[src/rtl/chn_len_regs.sv]
// rtl/chn_len_regs.sv - per-channel length counter, config and trigger registers
module chn_len_regs #(
    parameter int NCH = 4,
    parameter int LEN_W = 6,
    localparam int AW = $clog2(NCH) + 2
) (
    input  logic              clk,
    input  logic              apu_reset,
    input  logic              apu_wr,
    input  logic              ncpu_rd,
    input  logic [AW-1:0]     addr,
    input  logic [7:0]        d_in,
    output logic [7:0]        d_out,
    output logic              d_oe,
    input  logic              tick_256hz,
    output logic [NCH-1:0]    ch_restart,
    output logic [NCH-1:0]    ch_active,
    output logic [NCH*16-1:0] cfg_q
);
    localparam logic [LEN_W-1:0] CNT_MAX = '1;

    logic [LEN_W-1:0] cnt [NCH];
    logic [LEN_W-1:0] cnt_nx [NCH];
    logic [7:0]       cfg_r [NCH];
    logic [7:0]       cfg_nx [NCH];
    logic [7:0]       poly_r [NCH];
    logic [7:0]       poly_nx [NCH];
    logic [NCH-1:0]   expired, exp_nx;
    logic [NCH-1:0]   len_en, en_nx;
    logic [NCH-1:0]   active, act_nx;
    logic [NCH-1:0]   restart, rst_nx;
    logic [NCH-1:0]   wr_ch;
    logic [AW-1:0]    ch_field;
    int               sel;
    logic             ch_valid;

    assign ch_field = addr >> 2;
    assign sel      = int'(ch_field);
    assign ch_valid = (sel < NCH);

    always_comb begin
        wr_ch = '0;
        for (int c = 0; c < NCH; c++) begin
            wr_ch[c] = apu_wr && ch_valid && (sel == c);
        end
    end

    // Register write (trigger first) is resolved before the tick so the tick sees the new len_en.
    always_comb begin
        cnt_nx  = cnt;
        cfg_nx  = cfg_r;
        poly_nx = poly_r;
        exp_nx  = expired;
        en_nx   = len_en;
        act_nx  = active;
        rst_nx  = '0;
        for (int c = 0; c < NCH; c++) begin
            if (wr_ch[c]) begin
                case (addr[1:0])
                    2'd0: cnt_nx[c] = d_in[LEN_W-1:0];
                    2'd1: cfg_nx[c] = d_in;
                    2'd2: poly_nx[c] = d_in;
                    default: begin
                        en_nx[c] = d_in[6];
                        if (d_in[7]) begin
                            act_nx[c] = 1'b1;
                            exp_nx[c] = 1'b0;
                            rst_nx[c] = 1'b1;
                        end
                    end
                endcase
            end
            if (tick_256hz && !(wr_ch[c] && addr[1:0] == 2'd0) && en_nx[c] && !exp_nx[c]) begin
                cnt_nx[c] = cnt[c] + 1'b1;
                if (cnt[c] == CNT_MAX && !rst_nx[c]) begin
                    exp_nx[c] = 1'b1;
                    act_nx[c] = 1'b0;
                end
            end
        end
    end

    always_ff @(posedge clk or posedge apu_reset) begin
        if (apu_reset) begin
            for (int c = 0; c < NCH; c++) begin
                cnt[c]    <= '0;
                cfg_r[c]  <= '0;
                poly_r[c] <= '0;
            end
            expired <= '0;
            len_en  <= '0;
            active  <= '0;
            restart <= '0;
        end else begin
            cnt     <= cnt_nx;
            cfg_r   <= cfg_nx;
            poly_r  <= poly_nx;
            expired <= exp_nx;
            len_en  <= en_nx;
            active  <= act_nx;
            restart <= rst_nx;
        end
    end

    always_comb begin
        d_out = 8'hFF;
        for (int c = 0; c < NCH; c++) begin
            if (ch_valid && sel == c) begin
                case (addr[1:0])
                    2'd1:    d_out = cfg_r[c];
                    2'd2:    d_out = poly_r[c];
                    2'd3:    d_out = {1'b1, len_en[c], 6'h3F};
                    default: d_out = 8'hFF;
                endcase
            end
        end
    end

    always_comb begin
        cfg_q = '0;
        for (int c = 0; c < NCH; c++) begin
            cfg_q[c*16 +: 16] = {poly_r[c], cfg_r[c]};
        end
    end

    assign d_oe       = !ncpu_rd && ch_valid;
    assign ch_restart = restart;
    assign ch_active  = active;
endmodule

[config.mk]
export PLATFORM = sky130hd
export DESIGN_NAME = chn_len_regs
export DESIGN_NICKNAME = d
export VERILOG_FILES = /design/src/rtl/chn_len_regs.sv
export SDC_FILE = /design/constraint.sdc
export NUM_CORES = 1
export LEC_CHECK = 0
export CAP_MARGIN = 30
export CORE_UTILIZATION = 55
export DETAILED_ROUTE_END_ITERATION = 12
export MAX_ROUTING_LAYER = met4
export PLACE_DENSITY = 0.85
export SYNTH_ARGS = -nofsm -noshare
export SYNTH_HDL_FRONTEND = slang
export SYNTH_SLANG_ARGS = --single-unit
[constraint.sdc]
create_clock -name clk -period 5 [get_ports clk]
set_input_delay 0.75 -clock clk [delete_from_list [all_inputs] [get_ports clk]]
set_output_delay 0.75 -clock clk [all_outputs]
set_load 0.1 [all_outputs]
=== Yosys cells after proc, flatten, opt, wreduce, memory -nomap -nowiden ===
Index checks and enable logic that the tools add are counted.

* Bits of input ports: 17
* Flip-flop bits (word level): 104
* Logic and storage cells: 168

* Equal/unequal tests: 10
* Reduce and logical (&&, ||, !) cells: 66
* $add $sub $neg: 4
* Muxes and demuxes: 71
* Order comparisons: 1

{| class="wikitable"
|+ Operator list
! kind !! count
|-
| 8-bit case mux with 3 select lines || 4
|-
| 1-bit two-way mux || 54
|-
| 6-bit two-way mux || 9
|-
| 32-bit zero test || 1
|-
| 8-bit two-way mux || 4
|-
| 1-bit logical AND || 30
|-
| 6-bit by 1-bit adder with 6-bit output, second input constant || 4
|-
| 6-bit equality test, second input constant || 4
|-
| 2-bit AND reduction || 12
|-
| 2-bit nonzero test || 8
|-
| 1-bit zero test || 13
|-
| 2-bit equality test, second input constant || 4
|-
| 2-bit by 1-bit equality test with 1-bit output, second input constant || 2
|-
| 2-bit by 3-bit < comparator with 1-bit output, second input constant || 1
|-
| 3-bit OR reduction || 1
|-
| 2-bit zero test || 1
|}

=== Depth between registers and ports, before layout ===
* Depth after elaboration: 10
* Mapped depth: 8

=== Worst setup path before layout ===
Ideal clock, no wire load.

* Kind: in2out
* From: input port addr[0]
* To: output port d_out[0]
* Data arrival time: 3,563 ps
* Setup slack: 687 ps
* Cell stages on the path: 6
* Required time: 4,250 ps
* Buffers on the path: 3
* Cells stage by stage: clkbuf_1 > nand2b_1 > clkbuf_1 > buf_1 > o221ai_1 > a31oi_1

* Word-level cells in the longest chain between the ends: 6
* Elaborated cells on any way between the ends: 11
* Classes of those cells: eq/ne (3); mux (8)

{| class="wikitable"
|+ Ends and longest elaborated chain
! item !! RTL line !! text
|-
| start, declared || 11 || <nowiki>input logic [AW-1:0] addr,</nowiki>
|-
| 2-bit equality test / 2-bit by 1-bit equality test with 1-bit output (equally long branches) || 109 || <nowiki>case (addr[1:0])</nowiki>
|-
| 8-bit case mux with 3 select lines || 109 ||
|-
| 8-bit two-way mux (3 in a row) || 108 || <nowiki>if (ch_valid && sel == c) begin</nowiki>
|-
| 8-bit two-way mux * || 108 ||
|-
| end, declared || 13 || <nowiki>output logic [7:0] d_out,</nowiki>
|}

Mark *: on every way between the ends. The rest lies on a longest branch, timed or not.

=== Worst setup path in the final report ===
* From: input port addr[1]
* To: output port d_out[3]

The elaborated chain is that of the path after synthesis.

==> out/metrics.cfg <==
[yosys]
synth_nets = 458
syn_inst = 437
yosys.area.top_type = dfrtp_1
syn_area_per_cell_sq_um = 11.2
synth-seq-cells = 104
yosysTopAreaCellShare_pct = 53.1
yosys_warnings = 0
syn_area_sq_um = 4900
synth.area.top_cells = dfrtp_1 (53%), mux2_2 (15%), o221ai_1 (4.1%)
ys_seq_area_share_pct = 53.1
synth_cell_types = 42

[clocking]
htreeDepth = 3
cts_resized = 0
cts_buffers = 9
clock_sinks = 104
hold_buffers = 0
clk_latency_ns = 0.37
cts_tree = done
cts_buffer_depth = 2
clockRootBuffer = clkbuf_8
cts.repair_timing.setup_buffer_count = 0
clk_pin_slew_worst_paths_ns = 0.09

[worst_setup_path]
critical_path_arrival_ns = 3.25
r2r_setup_slack_ns = 3.17
timing.rr.start = len_en[2]
rr_worst_depth = 4
path_max_fanout = 16
timing.rr.end = ch_active[2]
critPathRequiredTime_ns = 4.25
start_kind = primary input
crit_path_end_kind = output port
startpoint = addr[1]
crit_path_end = d_out[3]
criticalPathCategory = in -> out

[detailed_routing]
wl_um = 13000
drc = 0
drtIter0Drc = 225
postRouteAntennaNets = 0
first_pass_iters = 5
wl_per_cell_um = 20.5
num_vias = 3918
via_per_inst = 6.18

[die]
dieArea_sq_um = 9300
ios = 98
fp-row-count = 34
start_util_pct = 56.5
die_y_um = 96.4
die_w_um = 96.4
core_sq_um = 8680

[grt]
antenna_found_initial = 0
grt_pass1_vias = 3961
grt_first_pass_wirelength_um = 20300
gr-total-overflow = 0
grt_max_degree = 74
grt_use_total_pct = 30.7

[timing]
fin_crit_sh_pct = 80.0
rsz0062_at_grt = false
setup_violations = 0
hold_viol = 0
finalWorstSetupSlack_ns = 0.999
fmax_mhz = 250
drv_slew = 0
skew_ns = 0.0119
worst_slew_pin_slew_ns = 1.00
slew_headroom_pct = 32.8
holdWs_ns = 0.500
finalSetupTns_ns = 0
fin_crit_ns = 4.00

[power]
combPwrFrac_pct = 50.3
total_power_mw = 3.65
max-vdd-ir-drop_v = 0.000401
p_clk_share_pct = 13.5
total_leakage_power_nw = 2.55
powerDensity_nw_per_um2 = 598
switchingPower_mw = 1.88
swShare_pct = 51.5
intPower_mw = 1.77
p_seq_share_pct = 36.1

[job]
drv_cap = 0

[finish]
regArea_sq_um = 2600
fill_cells = 656
multi_input_area_sq_um = 2120
diodes = 0
drive_gt1_share_pct = 18.8
fin_nets = 543
synthToLayoutAreaGrowth_pct = 24.3

[worst_hold_path]
min_from = ch_active[3]
min_path_type = reg -> reg

[placement]
dpl_worst_slack_ns = 1.09
port_buffers = 97
dp_hpwl_um = 9040
gp_congestion = 0.973

[outcome]
status = complete, no violations

routing by layer:
layer | vias to the layer above | global-route usage, % | part of all wire [%]
met1 | 1936 | 38.6 | 41
met5 | - | - | 0
met4 | 0 | 11.5 | 2.7
li1 | 1745 | - | -
met2 | 207 | 49.6 | 49
met3 | 30 | 6.10 | 8.1
how the worst min path moves through the flow:
stage / to / slack [ns] / depth (start not counted)
after global routing: ch_active[3] / 0.53 / 1
after CTS: ch_active[1] / 0.51 / 2
after floorplan: expired[1] / 0.49 / 2
after detailed placement: ch_active[3] / 0.48 / 1
after global placement: ch_active[0] / 0.46 / 1
final: ch_active[3] / 0.50 / 1
cell type report:
cell class,instances,area share (%)
clock inverter,6,0.903
sequential,104,42.7
inverter,17,1.09
timing repair buffer,102,16.2
multi-input combinational,288,34.9
tap,108,2.22
clock buffer,9,2.03
cell usage after synthesis:
cell        n
dfrtp_1   104
mux2_2     67
nor2_1     42
a21oi_1    30
o221ai_1   23
clkbuf_1   21
nand2_1    19
inv_1      17
xnor2_1    14
nand3_1    10
o21ai_0     8
nand4_1     7
nand2b_1    6
xor2_1      6
a31oi_1     5
and3_1      5
o22ai_1     5
ha_1        4
mux2i_1     4
a211oi_1    3
a21o_1      3
a221oi_1    3
buf_2       3
nor2b_1     3
nor3_1      3
a221o_1     2
buf_1       2
nor4_1      2
or3_1       2
or4b_1      2
a221oi_2    1
a22oi_1     1
and2_1      1
buf_4       1
clkbuf_2    1
nand3_2     1
nand3b_1    1
nor3b_1     1
o31a_1      1
o31ai_1     1
or3_4       1
or4_1       1
through the flow:
stage               utilization, %  area [sq um]  std cells
global route                  70.2          6100        634
detailed placement            68.2          5920        619
finish                        70.2          6100        634
global placement              68.2          5920        619
CTS                           70.2          6100        634
floorplan                        -          4900        437
layout by cell type, fill, tap and decap left out, types with 2 or more instances in the layout:
cell type	instances
a211oi_1	3
a21oi_1	30
nand3_1	10
dfrtp_1	104
buf_4	13
and3_1	5
xnor2_1	14
mux2_2	67
or4b_1	2
mux2i_1	4
a31oi_1	5
a21o_1	3
o22ai_1	5
nand4_1	7
clkinvlp_4	2
o21ai_0	8
a221o_1	2
xor2_1	6
or3_1	2
nand2b_1	6
clkdlybuf4s50_1	89
nor3_1	3
ha_1	4
inv_8	2
clkinv_4	2
o221ai_1	23
nand2_1	19
clkbuf_8	9
nor2b_1	3
nor4_1	2
a221oi_1	3
inv_1	16
nor2_1	42
flip-flops by register name, indices dropped and copies added, names as in the netlist:
signal	count
cfg_q	64
ch_restart	4
len_en	4
cnt	24
expired	4
ch_active	4
power by group through the flow:
stage	clock network, mW	logic [mW]	registers (mW)
6_report	0.493	1.84	1.32
4_1_cts	0.495	1.84	1.31
2_1_floorplan	0	0.483	2.22
3_3_place_gp	0	1.80	1.32
5_1_grt	0.530	1.91	1.34
3_5_place_dp	0	1.84	1.32
kinds of logic after synthesis:
| group | synth area share [%] |
|---|---|
| AO/OA/AOI/OAI | 11.9 |
| XOR/XNOR | 3.57 |
| adder cells (fa/ha/maj) | 1.02 |
| buffers and inverters | 3.62 |
| flip-flops | 53.1 |
| multiplexers | 16.2 |
| AND/OR/NAND/NOR | 10.6 |
worst max-delay path, stage by stage:
cell	delay, ns
clkdlybuf4s50_1	0.76
nand2b_1	0.54
buf_4	0.32
o22ai_1	0.10
o21ai_0	0.15
nor2_1	0.06
a31oi_1	0.23
buf_4	0.33
No activity file was read; power rests on OpenSTA's default activity.
